## src/rtl/lin_interp_upsampler_if.sv

```systemverilog
`default_nettype none
// ============================================================================
//  Module   : lin_interp_upsampler_if
//  Brief    : AXI-Stream style data channel (tdata/tvalid/tready) with modports
//  Revision : 1.0  initial release
// ============================================================================
interface lin_interp_upsampler_if #(
  parameter int WIDTH = 16
);
  logic [WIDTH-1:0] tdata;
  logic             tvalid;
  logic             tready;

  modport master (output tdata, output tvalid, input tready);
  modport slave  (input tdata, input tvalid, output tready);
endinterface
`default_nettype wire

```

## src/rtl/lin_interp_upsampler.sv

```systemverilog
`default_nettype none
// ============================================================================
//  Module   : lin_interp_upsampler
//  Brief    : Signed-sample linear interpolator, 2**OSR_LOG2 offset-binary
//             outputs per input, segment-boundary input backpressure
//  Revision : 1.0  initial release
// ============================================================================
module lin_interp_upsampler #(
  parameter int WIDTH    = 16,
  parameter int OSR_LOG2 = 6
) (
  input  wire logic               aclk,
  input  wire logic               arst,
  lin_interp_upsampler_if.slave   s_axis_data,
  lin_interp_upsampler_if.master  m_axis_data,
  output logic                    underrun
);

  localparam int c_ACCW = WIDTH + OSR_LOG2 + 1;
  localparam int c_DW   = WIDTH + 1;
  localparam logic [OSR_LOG2-1:0] c_LAST_PHASE = '1;

  typedef enum logic [0:0] {
    ST_IDLE = 1'b0,
    ST_RUN  = 1'b1
  } state_t;

  state_t                    r_state;
  logic signed [WIDTH-1:0]   r_prev;
  logic signed [WIDTH-1:0]   r_curr;
  logic signed [c_DW-1:0]    r_delta;
  logic signed [c_ACCW-1:0]  r_acc;
  logic [OSR_LOG2-1:0]       r_phase;
  logic [WIDTH-1:0]          r_tdata;
  logic                      r_tvalid;
  logic                      r_underrun;

  state_t                    w_state_nxt;
  logic signed [WIDTH-1:0]   w_prev_nxt;
  logic signed [WIDTH-1:0]   w_curr_nxt;
  logic signed [c_DW-1:0]    w_delta_nxt;
  logic signed [c_ACCW-1:0]  w_acc_nxt;
  logic [OSR_LOG2-1:0]       w_phase_nxt;
  logic                      w_underrun_nxt;

  logic signed [WIDTH-1:0]   w_x;
  logic                      w_run;
  logic                      w_seg_end;
  logic                      w_s_ready;
  logic                      w_s_xfer;
  logic                      w_m_xfer;
  logic [WIDTH-1:0]          w_y;
  logic [WIDTH-1:0]          w_tdata_nxt;
  logic                      w_unused_bits;

  function automatic logic signed [c_ACCW-1:0] f_scale(input logic signed [WIDTH-1:0] v);
    return {{(OSR_LOG2+1){v[WIDTH-1]}}, v} << OSR_LOG2;
  endfunction

  assign w_x       = s_axis_data.tdata;
  assign w_run     = (r_state == ST_RUN);
  assign w_seg_end = (r_phase == c_LAST_PHASE);
  // Inputs are only taken at a segment boundary that is actually advancing.
  assign w_s_ready = w_run ? (w_seg_end & m_axis_data.tready) : 1'b1;
  assign w_s_xfer  = w_s_ready & s_axis_data.tvalid;
  assign w_m_xfer  = w_run & m_axis_data.tready;

  always_comb begin
    w_state_nxt    = r_state;
    w_prev_nxt     = r_prev;
    w_curr_nxt     = r_curr;
    w_delta_nxt    = r_delta;
    w_acc_nxt      = r_acc;
    w_phase_nxt    = r_phase;
    w_underrun_nxt = 1'b0;
    if (!w_run) begin
      if (w_s_xfer) begin
        w_state_nxt = ST_RUN;
        w_prev_nxt  = w_x;
        w_curr_nxt  = w_x;
        w_delta_nxt = '0;
        w_acc_nxt   = f_scale(w_x);
        w_phase_nxt = '0;
      end
    end else if (w_m_xfer) begin
      if (!w_seg_end) begin
        w_acc_nxt   = r_acc + {{OSR_LOG2{r_delta[c_DW-1]}}, r_delta};
        w_phase_nxt = r_phase + OSR_LOG2'(1);
      end else begin
        w_phase_nxt = '0;
        w_prev_nxt  = r_curr;
        w_acc_nxt   = f_scale(r_curr);
        if (w_s_xfer) begin
          w_curr_nxt  = w_x;
          w_delta_nxt = {w_x[WIDTH-1], w_x} - {r_curr[WIDTH-1], r_curr};
        end else begin
          // Starved: hold curr so the output flat-lines until input resumes.
          w_delta_nxt    = '0;
          w_underrun_nxt = 1'b1;
        end
      end
    end
  end

  // Floor of acc / OSR, then MSB flip to offset-binary.
  assign w_y         = w_acc_nxt[OSR_LOG2 +: WIDTH];
  assign w_tdata_nxt = {~w_y[WIDTH-1], w_y[WIDTH-2:0]};

  always_ff @(posedge aclk) begin
    if (arst) begin
      r_state    <= ST_IDLE;
      r_prev     <= '0;
      r_curr     <= '0;
      r_delta    <= '0;
      r_acc      <= '0;
      r_phase    <= '0;
      r_tdata    <= '0;
      r_tvalid   <= 1'b0;
      r_underrun <= 1'b0;
    end else begin
      r_state    <= w_state_nxt;
      r_prev     <= w_prev_nxt;
      r_curr     <= w_curr_nxt;
      r_delta    <= w_delta_nxt;
      r_acc      <= w_acc_nxt;
      r_phase    <= w_phase_nxt;
      r_tdata    <= (w_state_nxt == ST_RUN) ? w_tdata_nxt : '0;
      r_tvalid   <= (w_state_nxt == ST_RUN);
      r_underrun <= w_underrun_nxt;
    end
  end

  assign s_axis_data.tready = w_s_ready;
  assign m_axis_data.tdata  = r_tdata;
  assign m_axis_data.tvalid = r_tvalid;
  assign underrun           = r_underrun;

  // prev is architectural segment state that the datapath never reads back.
  assign w_unused_bits = ^{r_prev, w_acc_nxt[c_ACCW-1], w_acc_nxt[OSR_LOG2-1:0]};

endmodule
`default_nettype wire

```

## src/flat_wrapper.sv

```systemverilog
// flat-port wrapper written by rule: the top's interface ports become plain ports
module lin_interp_upsampler_flat 
#(
  parameter int WIDTH    = 16,
  parameter int OSR_LOG2 = 6
)
  (aclk, arst, underrun, s_axis_data_tdata, s_axis_data_tvalid, s_axis_data_tready, m_axis_data_tdata, m_axis_data_tvalid, m_axis_data_tready);
  lin_interp_upsampler_if #(.WIDTH(WIDTH)) s_axis_data_i ();
  lin_interp_upsampler_if #(.WIDTH(WIDTH)) m_axis_data_i ();
  input  wire logic aclk;
  input  wire logic arst;
  output logic underrun;
  input wire logic [$bits(s_axis_data_i.tdata)-1:0] s_axis_data_tdata;
  input wire logic [$bits(s_axis_data_i.tvalid)-1:0] s_axis_data_tvalid;
  output wire logic [$bits(s_axis_data_i.tready)-1:0] s_axis_data_tready;
  output wire logic [$bits(m_axis_data_i.tdata)-1:0] m_axis_data_tdata;
  output wire logic [$bits(m_axis_data_i.tvalid)-1:0] m_axis_data_tvalid;
  input wire logic [$bits(m_axis_data_i.tready)-1:0] m_axis_data_tready;
  assign s_axis_data_i.tdata = s_axis_data_tdata;
  assign s_axis_data_i.tvalid = s_axis_data_tvalid;
  assign s_axis_data_tready = s_axis_data_i.tready;
  assign m_axis_data_tdata = m_axis_data_i.tdata;
  assign m_axis_data_tvalid = m_axis_data_i.tvalid;
  assign m_axis_data_i.tready = m_axis_data_tready;
  lin_interp_upsampler #(.WIDTH(WIDTH), .OSR_LOG2(OSR_LOG2)) u_core (.aclk(aclk), .arst(arst), .s_axis_data(s_axis_data_i), .m_axis_data(m_axis_data_i), .underrun(underrun));
endmodule
```

## config.mk

```make
export PLATFORM = sky130hd
export DESIGN_NAME = lin_interp_upsampler_flat
export DESIGN_NICKNAME = d
export VERILOG_FILES = /design/src/rtl/lin_interp_upsampler_if.sv /design/src/rtl/lin_interp_upsampler.sv /design/src/flat_wrapper.sv
export SDC_FILE = /design/constraint.sdc
export NUM_CORES = 1
export LEC_CHECK = 0
export BUFFER_PORTS_ARGS = -buffer_cell sky130_fd_sc_hd__buf_2
export CORE_MARGIN = 8
export CORE_UTILIZATION = 44
export DETAILED_ROUTE_END_ITERATION = 8
export PLACE_DENSITY = 0.67
export SKIP_LAST_GASP = 1
export SLEW_MARGIN = 20
export SYNTH_ARGS = -nofsm -noshare
export SYNTH_HDL_FRONTEND = slang
export SYNTH_SLANG_ARGS = --single-unit
export TNS_END_PERCENT = 20
```

## constraint.sdc

```tcl
create_clock -name aclk -period 4.9 [get_ports aclk]
set_input_delay 0.245 -clock aclk [delete_from_list [all_inputs] [get_ports aclk]]
set_output_delay 0.245 -clock aclk [all_outputs]
set_load 0.02 [all_outputs]
```

==> flow_summary.yaml <==
synthesis:
  synth_top_area_share_pct: 30.7
  synth_cells: 667
  yosys_warnings: 0
  synth_cell_types: 63
  synth_fp_nets: 727
  syn_avg_cell_area_sq_um: 7.72
  yosys.area.top_type: "dfxtp_1"
  ys_seq_area_share_pct: 30.7
  synthArstFlopShare_pct: 0
  synth_edf_count: 0
  syn_area_sq_um: 5150
  synthTopCellsByArea: "dfxtp_1, ha_1, a21oi_1"
  ys_seq_elements: 79
  synthFlopType: "dfxtp_1"
power_and_ir_drop:
  fin_total_pwr_w: 0.00174
  powerDensity_nw_per_um2: 304
  leakagePower_nw: 2.36
  ir_worst_vdd_v: 0.000216
critical_path:
  critPathLaunch: "u_core.r_acc[0]$_SDFFE_PP0P_"
  cp_num_buf_inv: 0
  crit_chain: "ha_1 -> fa_1 -> a211oi_1 -> nor4_1 -> o31ai_1 -> a211oi_1 -> a31oi_1 -> o22ai_1"
  critPathArrivalTime_ns: 3.22
  critPathMaxStageDelay_ns: 0.62
  critPathTopFamily: "compound AO/OA/AOI/OAI gates"
  cpMostUsedCell: "a211oi_1"
  critPathSlowestCell: "o31ai_1"
  crit_required_ns: 5.12
  worstPathMaxFanout: 5
  critPathLaunchType: "flip-flop"
  path_class: "reg -> reg"
  cp-end-kind: "flip-flop"
  r2r-start: "u_core.r_acc[0]$_SDFFE_PP0P_"
sta:
  drv_slew: 0
  worst_slack_ns: 1.90
  setup-violations-final: 0
  max_freq_mhz: 334
  whs_ns: 0.175
  finClkSkew_ns: 0.00695
  hold_violations: 0
  min_period_ns: 3.00
  rsz0062_at_grt: "false"
  post-route-period-util_pct: 61.2
  tightest_slew_ns: 1.04
  tns_ns: 0
  slew_headroom_pct: 29.9
route:
  ant_nets: 0
  dr.pass1.iters: 5
  num_vias: 5061
  finalWirelength_microns: 15400
  drt_iter0_drc: 569
  drc: 0
  wl_per_cell_microns: 18.5
  viasPerCell: 6.08
floorplan:
  pin_count: 39
  start_util_pct: 45.1
  coreArea_sq_um: 11400
  die_area_sq_um: 15400
  num_rows: 39
  die_w_microns: 124
  fp.dieH_microns: 124
clock_network:
  path_clk_slew_ns: 0.06
  cts_setup_buffers: 0
  htreeDepth: 3
  hold_buffers: 0
  cts_buffer_depth: 2
  root_buffer: "clkbuf_16"
  numCtsBuffers: 9
  cts.sinks: 79
  cts_tree: "done"
  clock_latency_ns: 0.35
  cts_resized: 0
run:
  drv_cap: 0
grt:
  grt_pass1_wl_microns: 24100
  grt_pass1_vias: 4691
  grt-ovfl-total: 0
  grt_max_degree: 41
  antenna_found_initial: 0
  grt_usage_pct: 20.2
layout:
  drive_gt1_share_pct: 9.14
  diodes: 0
  final_cell_mix: "dfxtp_1, a21oi_1, nand2_1"
  final_common_cell: "dfxtp_1"
  fillers: 1156
  fin_nets: 744
  areaGrowthSynthToFinish_pct: 11.4
placed_design:
  dp_hpwl_microns: 11300
  port_buffers: 38
  gp_congestion: 0.926
  place_ws_ns: 2.00
min_path:
  hp-start: "s_axis_data_tdata[0]"
  hold_class: "in -> reg"
run_status:
  status: "finished clean"
-- layout make-up --
type	count	area (sq um)	area share, %
Sequential cell	79	1580	27.6
Multi-Input combinational cell	516	3290	57.3
Clock buffer	12	256	4.47
Timing Repair Buffer	42	220	3.84
Tap cell	143	179	3.12
Clock inverter	4	76.3	1.33
Inverter	36	135	2.36
-- registers in the layout, indices dropped and copies added, names as in the netlist, named ones only --
| signal | flops |
|---|---|
| u_core.underrun | 1 |
| u_core.r_delta | 17 |
| u_core.r_phase | 6 |
| u_core.r_state | 1 |
| u_core.m_axis_data.tdata | 16 |
| u_core.r_acc | 21 |
| u_core.r_curr | 16 |
-- cell families (layout without fill, tap and decap cells) --
family / after synthesis / after routing / synth area share (%)
and+or+nand+nor: 223 / 223 / 20.2
AOI/OAI and AO/OA: 217 / 217 / 27.2
DFF: 79 / 79 / 30.7
buffers and inverters: 72 / 94 / 5.40
adders and majority gates: 40 / 40 / 10.0
xor gates and xnor gates: 22 / 22 / 3.74
muxes: 14 / 14 / 2.75
-- where the power goes --
part | switching, W | total [W] | leakage [nW] | internal [W]
Combinational | 0.000193 | 0.000298 | 1.55 | 0.000106
Sequential | 0.0000207 | 0.000690 | 0.644 | 0.000669
Clock | 0.000279 | 0.000755 | 0.159 | 0.000476
Total | 0.000492 | 0.00174 | 2.36 | 0.00125
-- metal layers --
| layer | up-vias | GRT usage, % | routed length (microns) |
|---|---|---|---|
| met5 | - | 0 | 0 |
| li1 | 2451 | - | - |
| met3 | 21 | 3.58 | 1200 |
| met2 | 196 | 30.0 | 6540 |
| met1 | 2393 | 28.1 | 7290 |
| met4 | 0 | 8.85 | 317 |
-- through the flow --
| step | instances | utilization, % | cell area (sq um) |
|---|---|---|---|
| 6_report | 832 | 50.2 | 5740 |
| 5_1_grt | 832 | 50.2 | 5740 |
| 4_1_cts | 832 | 50.2 | 5740 |
| 3_5_place_dp | 816 | 47.3 | 5400 |
| 3_3_place_gp | 816 | 47.3 | 5400 |
| 2_1_floorplan | 667 | - | 5150 |
-- cells in the mapped netlist, drive strengths merged (6+ instances only) --
library cell	number
a211oi	18
a31oi	10
o21ai	42
ha	38
a21oi	68
nor2	61
o22ai	8
nand2	66
nand3	35
nor3	10
a21o	12
o211ai	6
o21a	7
dfxtp	79
buf	8
a221oi	8
mux2i	13
nand4	7
and2	8
clkbuf	28
nor2b	12
xnor2	12
xor2	10
a22oi	6
inv	36
-- worst min-delay path, stage by stage --
cell	delay, ns
buf_2	0.12
nand3_1	0.06
a21oi_1	0.05
-- worst paths after layout --
check / depth (start not counted) / end / slack (ns)
min: 3 / u_core.r_curr[0]$_SDFFE_PP0P_ / 0.17
max reg2reg: 8 / u_core.m_axis_data.tdata[12]$_SDFF_PP0_ / 1.90
max: 8 / u_core.m_axis_data.tdata[12]$_SDFF_PP0_ / 1.90
min reg2reg: 2 / u_core.r_curr[8]$_SDFFE_PP0P_ / 0.45
No activity file was read; power rests on OpenSTA's default activity.
